$ cat src/rtl/i2s_tx_serializer_if.sv
// FIFO-side and pin-side signals of the I2S transmit serializer.
// master: the serializer. slave: the FIFO / pin environment driving it.
interface i2s_tx_serializer_if #(
    parameter int DATA_W = 32
) ();
    logic [DATA_W-1:0] tx_data;
    logic              tx_empty;
    logic              tx_ren;
    logic              ws;
    logic              sd;

    modport master (
        input  tx_data,
        input  tx_empty,
        input  ws,
        output tx_ren,
        output sd
    );

    modport slave (
        output tx_data,
        output tx_empty,
        output ws,
        input  tx_ren,
        input  sd
    );
endinterface

$ cat src/rtl/i2s_tx_serializer.sv
// I2S transmit serializer: follows ws, pops one FIFO word per data slot and
// shifts it out MSB-first on sd with I2S (1-bit delay) or MSB-justified timing.
//
// state    | meaning
// ---------+------------------------------------------------------------
// ST_IDLE  | transmitter disabled, sd held low, no pops
// ST_SYNC  | enabled, waiting for a ws edge into the left level
// ST_SHIFT | framing locked; slots start on ws edges (or mono auto-restart)
module i2s_tx_serializer #(
    parameter int DATA_W = 32
) (
    input  logic                i_sclk,
    input  logic                i_preset,
    input  logic                i_tx_en,
    input  logic                i_standard,
    input  logic                i_frame_size,
    input  logic                i_stereo,
    i2s_tx_serializer_if.master bus,
    output logic                o_chan,
    output logic                o_busy,
    output logic                o_underrun,
    output logic                o_frame_err
);

    localparam int PAD = 32 - DATA_W;

    typedef enum logic [1:0] {
        ST_IDLE  = 2'd0,
        ST_SYNC  = 2'd1,
        ST_SHIFT = 2'd2
    } state_t;

    state_t      r_state;
    state_t      w_state_nxt;

    logic        r_ws_q;
    logic        r_active;
    logic        r_std;
    logic        r_stereo;
    logic        r_chan;
    logic        r_sd_dly;
    logic        r_underrun;
    logic        r_frame_err;
    logic [31:0] r_shift;
    logic [4:0]  r_cnt;

    logic        w_edge;
    logic        w_left;
    logic        w_carries;
    logic        w_tc;
    logic        w_restart;
    logic        w_start;
    logic        w_stop;
    logic        w_err;
    logic        w_pop;
    logic        w_sd_src;
    logic [31:0] w_load;

    assign w_edge    = (bus.ws != r_ws_q);
    // Left level is ws=0 for I2S and ws=1 for MSB-justified, i.e. ws == standard.
    assign w_left    = (bus.ws == i_standard);
    assign w_carries = i_stereo | w_left;
    assign w_tc      = r_active && (r_cnt == 5'd0);
    // Mono: the left slot repeats back-to-back while ws stays at the left level.
    assign w_restart = w_tc && !r_stereo && (bus.ws == r_std) && !w_edge;
    // Word is left-aligned so the F MSBs go out first and short words zero-fill.
    assign w_load    = 32'(bus.tx_data) << PAD;
    assign w_pop     = w_start && w_carries && !bus.tx_empty && !i_preset;
    assign w_sd_src  = r_active & r_shift[31];

    assign bus.tx_ren  = w_pop;
    assign bus.sd      = r_std ? w_sd_src : r_sd_dly;
    assign o_chan      = r_chan;
    assign o_busy      = r_active;
    assign o_underrun  = r_underrun;
    assign o_frame_err = r_frame_err;

    // State register.
    always_ff @(posedge i_sclk) begin
        if (i_preset) begin
            r_state <= ST_IDLE;
        end else begin
            r_state <= w_state_nxt;
        end
    end

    // Next-state and slot-start decisions.
    always_comb begin
        w_state_nxt = r_state;
        w_start     = 1'b0;
        w_stop      = 1'b0;
        w_err       = 1'b0;
        case (r_state)
            ST_IDLE: begin
                if (i_tx_en) begin
                    w_state_nxt = ST_SYNC;
                end
            end
            ST_SYNC: begin
                if (!i_tx_en) begin
                    w_state_nxt = ST_IDLE;
                end else if (w_edge && w_left) begin
                    w_start     = 1'b1;
                    w_state_nxt = ST_SHIFT;
                end
            end
            ST_SHIFT: begin
                if (!i_tx_en) begin
                    // Let the running slot complete; an edge now ends it without a new slot.
                    if (w_edge || !r_active || w_tc) begin
                        w_stop      = 1'b1;
                        w_state_nxt = ST_IDLE;
                    end
                end else if (w_edge) begin
                    w_start = 1'b1;
                    w_err   = r_active && (r_cnt != 5'd0);
                end else if (w_restart) begin
                    w_start = 1'b1;
                end
            end
            default: begin
                w_state_nxt = ST_IDLE;
            end
        endcase
    end

    // Shift register, bit counter, slot config capture and status flags.
    always_ff @(posedge i_sclk) begin
        if (i_preset) begin
            r_ws_q      <= bus.ws;
            r_active    <= 1'b0;
            r_std       <= 1'b0;
            r_stereo    <= 1'b0;
            r_chan      <= 1'b0;
            r_sd_dly    <= 1'b0;
            r_underrun  <= 1'b0;
            r_frame_err <= 1'b0;
            r_shift     <= '0;
            r_cnt       <= '0;
        end else begin
            r_ws_q      <= bus.ws;
            r_sd_dly    <= w_sd_src;
            r_underrun  <= w_start && w_carries && bus.tx_empty;
            r_frame_err <= w_err;
            if (w_start) begin
                r_shift  <= w_pop ? w_load : 32'h0;
                r_cnt    <= i_frame_size ? 5'd31 : 5'd15;
                r_active <= 1'b1;
                r_chan   <= ~w_left;
                r_std    <= i_standard;
                r_stereo <= i_stereo;
            end else if (w_stop || w_tc) begin
                r_active <= 1'b0;
                r_shift  <= '0;
                r_cnt    <= '0;
            end else if (r_active) begin
                r_shift <= {r_shift[30:0], 1'b0};
                r_cnt   <= r_cnt - 5'd1;
            end
        end
    end

endmodule

$ cat src/flat_wrapper.sv
// flat-port wrapper written by rule: the top's interface ports become plain ports
module i2s_tx_serializer_flat 
#(
    parameter int DATA_W = 32
)
  (i_sclk, i_preset, i_tx_en, i_standard, i_frame_size, i_stereo, o_chan, o_busy, o_underrun, o_frame_err, bus_tx_data, bus_tx_empty, bus_ws, bus_tx_ren, bus_sd);
  i2s_tx_serializer_if #(.DATA_W(DATA_W)) bus_i ();
  input  logic i_sclk;
  input  logic i_preset;
  input  logic i_tx_en;
  input  logic i_standard;
  input  logic i_frame_size;
  input  logic i_stereo;
  output logic o_chan;
  output logic o_busy;
  output logic o_underrun;
  output logic o_frame_err;
  input wire logic [$bits(bus_i.tx_data)-1:0] bus_tx_data;
  input wire logic [$bits(bus_i.tx_empty)-1:0] bus_tx_empty;
  input wire logic [$bits(bus_i.ws)-1:0] bus_ws;
  output wire logic [$bits(bus_i.tx_ren)-1:0] bus_tx_ren;
  output wire logic [$bits(bus_i.sd)-1:0] bus_sd;
  assign bus_i.tx_data = bus_tx_data;
  assign bus_i.tx_empty = bus_tx_empty;
  assign bus_i.ws = bus_ws;
  assign bus_tx_ren = bus_i.tx_ren;
  assign bus_sd = bus_i.sd;
  i2s_tx_serializer #(.DATA_W(DATA_W)) u_core (.i_sclk(i_sclk), .i_preset(i_preset), .i_tx_en(i_tx_en), .i_standard(i_standard), .i_frame_size(i_frame_size), .i_stereo(i_stereo), .bus(bus_i), .o_chan(o_chan), .o_busy(o_busy), .o_underrun(o_underrun), .o_frame_err(o_frame_err));
endmodule
$ cat config.mk
export PLATFORM = sky130hd
export DESIGN_NAME = i2s_tx_serializer_flat
export DESIGN_NICKNAME = d
export VERILOG_FILES = /design/src/rtl/i2s_tx_serializer_if.sv /design/src/rtl/i2s_tx_serializer.sv /design/src/flat_wrapper.sv
export SDC_FILE = /design/constraint.sdc
export NUM_CORES = 1
export LEC_CHECK = 0
export CORE_MARGIN = 2
export CORE_UTILIZATION = 47
export CTS_CLUSTER_DIAMETER = 80
export DETAILED_ROUTE_END_ITERATION = 8
export PLACE_DENSITY = 0.73
export REMOVE_ABC_BUFFERS = 1
export SLEW_MARGIN = 15
export SYNTH_ARGS = -nofsm -noshare
export SYNTH_HDL_FRONTEND = slang
export SYNTH_SLANG_ARGS = --single-unit
$ cat constraint.sdc
create_clock -name i_sclk -period 5.14 [get_ports i_sclk]
set_input_delay 1.285 -clock i_sclk [delete_from_list [all_inputs] [get_ports i_sclk]]
set_output_delay 1.285 -clock i_sclk [all_outputs]
set_load 0.02 [all_outputs]
==> results of run 1 <==
-- cells in the final DEF, fill, tap and decap left out, types with 2 or more instances in the layout --
cell	netlist	final
dfxtp_1	47	47
ha_1	5	5
nor4_1	3	3
buf_4	0	8
clkdlybuf4s50_1	0	45
clkbuf_8	0	5
nand2_1	9	9
nand3_1	8	8
xor2_1	3	3
a31o_2	4	4
inv_1	13	13
nor4b_1	3	3
a31oi_1	6	6
nand2b_1	28	28
xnor2_1	4	4
a21oi_1	10	10
o21ai_0	6	6
nor2_1	5	4
nand3b_1	31	31
a32o_1	30	30
nor2b_1	2	2
-- worst min path at each step --
stage                            endpoint  depth (start not counted)
after global routing      u_core.r_sd_dly                          2
after global placement    u_core.r_sd_dly                          2
after CTS                 u_core.r_sd_dly                          2
final                     u_core.r_sd_dly                          2
after detailed placement  u_core.r_sd_dly                          2
after floorplan           u_core.r_sd_dly                          2
-- area by class of cell --
cell class,count,area (sq um)
fillers,470,2030
clock inverters,1,30.0
repair buffers,53,510
well taps,70,87.6
multi-input cells,178,1350
inverters,13,48.8
clock buffers,6,72.6
flip-flops and latches,47,941
-- kinds of logic after synthesis --
kind of cell / Yosys count
multiplexers: 1
buffers and inverters: 35
AND/OR/NAND/NOR: 99
flip-flops: 47
XOR/XNOR: 7
AO/OA/AOI/OAI: 66
adder cells (fa/ha/maj): 5
-- cells in the mapped netlist (5+ instances only) --
cell and n:
dfxtp_1 47, nand3b_1 31, a32o_1 30, nand2b_1 28, clkbuf_1 13, inv_1 13, a21oi_1 10, nand2_1 9
nand3_1 8, a31oi_1 6, o21ai_0 6, ha_1 5, nor2_1 5
-- worst max-delay path, delay by kind of cell --
family          cells  cell delay, ps
compound gates      1             320
buf+inv             2            1160
simple gates        2             730
-- flip-flops by register name, indices dropped and copies added, names as in the netlist --
name / flops
u_core.r_shift: 32
u_core.r_cnt: 5
u_core.r_state: 2
u_core.o_busy: 1
u_core.o_chan: 1
u_core.o_frame_err: 1
u_core.o_underrun: 1
u_core.r_sd_dly: 1
u_core.r_std: 1
u_core.r_stereo: 1
u_core.r_ws_q: 1
-- power by group through the flow --
stage | Combinational (uW) | Clock [uW] | Sequential, uW
2_1_floorplan | 71.2 | 0 | 397
3_3_place_gp | 122 | 0 | 398
3_5_place_dp | 124 | 0 | 398
4_1_cts | 125 | 266 | 389
5_1_grt | 136 | 278 | 392
6_report | 124 | 260 | 390
-- metrics by stage --
step | instances | util (%) | cell area (sq um) | worst slack, ps
2_1_floorplan | 238 | - | 2340 | 1060
3_3_place_gp | 361 | 57.9 | 2940 | 363
3_5_place_dp | 361 | 57.9 | 2940 | 342
4_1_cts | 368 | 59.9 | 3040 | 340
5_1_grt | 368 | 59.9 | 3040 | 265
6_report | 368 | 59.9 | 3040 | 366
-- metal layers --
metal,GRT usage [%],vias up,share of wire (%)
li1,-,1043,-
met1,24.0,977,48
met2,32.4,43,47
met3,4.38,6,4.2
met4,5.09,0,1.2
met5,0,-,0
==> reports/metrics.yaml, run 1 <==
n_antenna_cell: 0
synthArstFlopShare_pct: 0
ios: 46
synth-edff-count: 0
synth_simple_gate_area_share_pct: 26.3
yosys.area.top_type: "dfxtp_1"
cts.sinks: 47
cts.hold.buffers_added: 0
synthesized_area_fraction_occupied_by_ao_oa_aoi_and_oai_cells_pct: 23.1
dr.pass1.iters: 4
clock_pin_slew_on_the_worst_setup_and_hold_paths_ps: 80
overflow: 0
final_max_slew_viol_count: 0
hold_path.startpoint: "u_core.r_shift[31]"
wire_length_of_the_first_global_routing_pass_um: 9200
syn-instance-count: 260
relative_slew_slack_pct: 56.0
ctsHtreeMaxLevel: 2
r2r_slack_ps: 2660
post_synth_fa_ha_maj_area_fraction_pct: 2.55
first_global_vias: 2018
outcome: "completed"
ys_ff_latch: 47
sort_of_element_at_the_start_of_the_critical_path: "input pin"
fp.dieArea_sq_um: 5820
hold_ws_ps: 450
gp_congestion: 0.844
initial_core_util_pct: 48.4
power.share.combinational_pct: 16.0
detail_route_antenna_nets: 0
detailedRoute.firstIterationViolations: 124
crit_required_ps: 3860
area_fraction_of_the_dominant_cell_type_after_synthesis_pct: 38.3
netlist_top_cells_area: "dfxtp_1 38%, a32o_1 12%, nand3b_1 9.5%"
synth_flop_type: "dfxtp_1"
critical_path_class: "input pin to output port"
drv.max_cap_violation_count: 0
hold_violation_total_from_the_final_report: 0
worstPathMaxFanout: 6
crit_arrival_ps: 3490
vdd_drop_max_uv: 148
max_clock_freq_mhz: 209
detail_route.vias_per_cell: 5.62
min-delay-path-class: "register to register"
avgSynthCellArea_sq_um: 9.45
yosys-mux-area-fraction_pct: 0.458
grt_antenna_before_repair: 0
detail_route.drc_violations: 0
pin_count_of_the_biggest_net_entering_global_routing: 45
die_x_um: 76.3
cts_buffer_depth: 2
fp.coreArea_sq_um: 5070
setup-tns-final_ps: 0
worst_setup_path_end_kind: "output port"
cp_startpoint: "i_standard"
synth_cell_types: 43
drive_above_1_share_pct: 9.06
clk-insertion-delay-late_ps: 300
cp_slowest_stage_delay_ps: 660
num-nets-final: 343
wl_per_cell_um: 14.5
cts_setup_buffers: 0
final_period_minus_worst_setup_slack_ps: 4770
placementRows: 26
syn_area_sq_um: 2460
detail_route.wirelength_um: 5350
die_height_um: 76.3
crit-reg2reg-capture: "u_core.r_shift[17]"
total_power_uw: 773
cellPowerDensity_nw_per_um2: 254
timing.reg2reg.worst_path_depth: 7
synth-xor-area-share_pct: 2.50
cell_internal_pwr_uw: 596
critPathMostFrequentCell: "clkdlybuf4s50_1"
worstSetupEndpoint: "bus_tx_ren"
fin_worst_skew_ps: 7.49
buffer_ports.inserted: 45
detailedPlacementHpwl_um: 3510
cts-resized-gates: 0
setup_repair_after_global_routing_missed_its_margin: "false"
total_switching_power_uw: 177
p_clk_share_pct: 33.6
start_of_the_worst_register_to_register_path: "u_core.r_cnt[0]"
power_leakage_uw: 0.00109
cts_tree: "built"
cp_cell_sequence: "clkdlybuf4s50_1, or3b_2, a31o_2, nor3_4, clkdlybuf4s50_1"
tritoncts.num_buffers: 5
seq_power_share_pct: 50.4
detailroute.via_count: 2069
global_route.usage.total_pct: 18.9
largest_family_of_logic_cells_by_synthesized_area: "simple AND/OR/NAND/NOR gates"
yosysWarningCount: 0
synth.yosys.seq_area_share_pct: 38.3
syn_to_final_growth_pct: 23.8
critPathSlowestCell: "clkdlybuf4s50_1"
finalSetupViolations: 0
cts_root_buffer: "clkbuf_8"
finalCritPeriodShare_pct: 92.9
worst_slew_pin_slew_ps: 660
power.share.switching_pct: 22.9
No activity file was read; power rests on OpenSTA's default activity.
==> run 2: changes to the inputs <==
DONT_BUFFER_PORTS = 1   (was not set)
PLACE_DENSITY = not set   (was 0.73)
==> reports/metrics.yaml, run 2 (synthesized netlist as in run 1, its figures left out) <==
outcome: "completed"
drv.max_cap_violation_count: 0
detailedPlacementHpwl_um: 3280
worst_slew_pin_slew_ps: 643
power_leakage_uw: 0.000902
detail_route.drc_violations: 0
first_global_vias: 1892
cts.sinks: 47
cts-resized-gates: 0
detailedRoute.firstIterationViolations: 95
die_height_um: 76.3
fin_worst_skew_ps: 11.9
cts.hold.buffers_added: 0
grt_antenna_before_repair: 0
mostFrequentLayoutCell: "dfxtp_1"
finalCritPeriodShare_pct: 71.3
wl_per_cell_um: 16.3
finalSetupViolations: 0
cellPowerDensity_nw_per_um2: 292
fillers: 512
initial_core_util_pct: 48.4
buffer_ports.inserted: 0
area.sequential_sq_um: 942
global_route.usage.total_pct: 18.5
final_period_minus_worst_setup_slack_ps: 3670
vdd_drop_max_uv: 178
seq_power_share_pct: 51.8
cts_setup_buffers: 0
num-nets-final: 294
setup_repair_after_global_routing_missed_its_margin: "false"
clock_pin_slew_on_the_worst_setup_and_hold_paths_ps: 90
detailroute.via_count: 1898
placement.setup.worst_slack_ps: 1470
hold_violation_total_from_the_final_report: 0
power.share.switching_pct: 24.0
pin_count_of_the_biggest_net_entering_global_routing: 45
ctsHtreeMaxLevel: 2
n_antenna_cell: 0
grt.met1_usage_pct: 25.0
crit_required_ps: 3860
detail_route.vias_per_cell: 5.93
top_registers: "u_core.r_shift (32), u_core.r_cnt (5), u_core.r_state (2)"
drive_above_1_share_pct: 10.8
total_switching_power_uw: 181
min-delay-path-class: "register to register"
syn_to_final_growth_pct: 4.89
grt_busiest_layer: "met2"
cp_slowest_stage_delay_ps: 500
gp_congestion: 0.771
total_power_uw: 752
worst_setup_path_end_kind: "output port"
worstPathMaxFanout: 6
wire_length_of_the_first_global_routing_pass_um: 8970
die_x_um: 76.3
grt.met3_usage_pct: 4.27
top_register: "u_core.r_shift"
clk-insertion-delay-late_ps: 300
critical_path_class: "input pin to output port"
cp_cell_sequence: "or3b_2, a31o_2, nor3_4"
setup-tns-final_ps: 0
max_clock_freq_mhz: 273
cts_root_buffer: "clkbuf_8"
fin_ws_ps: 1470
multi_input_comb_area_sq_um: 1350
largest_register_ffs: 32
fp.dieArea_sq_um: 5820
cts_buffer_depth: 2
detail_route.wirelength_um: 5230
layout_common_cells: "46 x dfxtp_1, 31 x nand3b_1, 30 x a32o_1, 28 x nand2b_1, 13 x inv_1"
placementRows: 26
cell_internal_pwr_uw: 572
sort_of_element_at_the_start_of_the_critical_path: "input pin"
final_max_slew_viol_count: 0
global_route.usage.met2_pct: 29.8
tritoncts.num_buffers: 5
critPathSlowestCell: "or3b_2"
cts_tree: "built"
detail_route_antenna_nets: 0
overflow: 0
dr.pass1.iters: 4
ios: 46
relative_slew_slack_pct: 56.7
crit_arrival_ps: 2380
fp.coreArea_sq_um: 5070
p_clk_share_pct: 36.8
power.share.combinational_pct: 11.4
[run 2: cell count changes in the layout (fill, tap and decap cells not counted), sizes merged]
cell / before / now
buf: 8 / 4
clkbuf: 6 / 5
clkdlybuf4s50: 45 / 0
clkinvlp: 0 / 1
inv: 13 / 14
[run 2: layout make-up]
cell class                      instances  area share (%)
Clock buffer                            5            2.67
Clock inverter                          3            1.80
Inverter                               13            1.89
Multi-Input combinational cell        178            52.5
Sequential cell                        47            36.6
Tap cell                               70            3.40
Timing Repair Buffer                    4            1.17
[run 2: metal layers]
metal  vias up  wire, um  part of all wire [%]
met3         4       225                   4.3
li1        945         -                     -
met5         -         0                     0
met4         0        37                  0.71
met2        33      2350                    45
met1       916      2610                    50
[run 2: power groups by stage]
stage	registers [uW]	clock network, uW	logic, uW
5_1_grt	392	299	97.0
4_1_cts	390	287	86.3
6_report	390	277	85.8
3_5_place_dp	398	0	86.0
3_3_place_gp	398	0	85.1
2_1_floorplan	397	0	71.2
[run 2: per-stage QoR]
stage                     area [sq um]  util [%]  hold slack, ps  instances
after CTS                         2570      50.7             466        320
after global routing              2580      50.8             489        320
after detailed placement          2460      48.5             446        312
after floorplan                   2340         -             418        238
after global placement            2460      48.5             440        312
final                             2580      50.8             464        320
[run 2: worst max-delay path: cells and delay by family]
kind               cells  cell delay, ps
and+or+nand+nor        2             780
AOI/OAI and AO/OA      1             320
[run 2: worst paths after layout]
check,to,from,slack (ps),cells past startpoint
worst max register to register,u_core.r_shift[21],u_core.r_cnt[0],2510,7
worst max-delay path,bus_tx_ren,i_standard,1470,3
worst min-delay path,u_core.r_sd_dly,u_core.r_shift[31],460,2
worst min register to register,u_core.r_sd_dly,u_core.r_shift[31],460,2
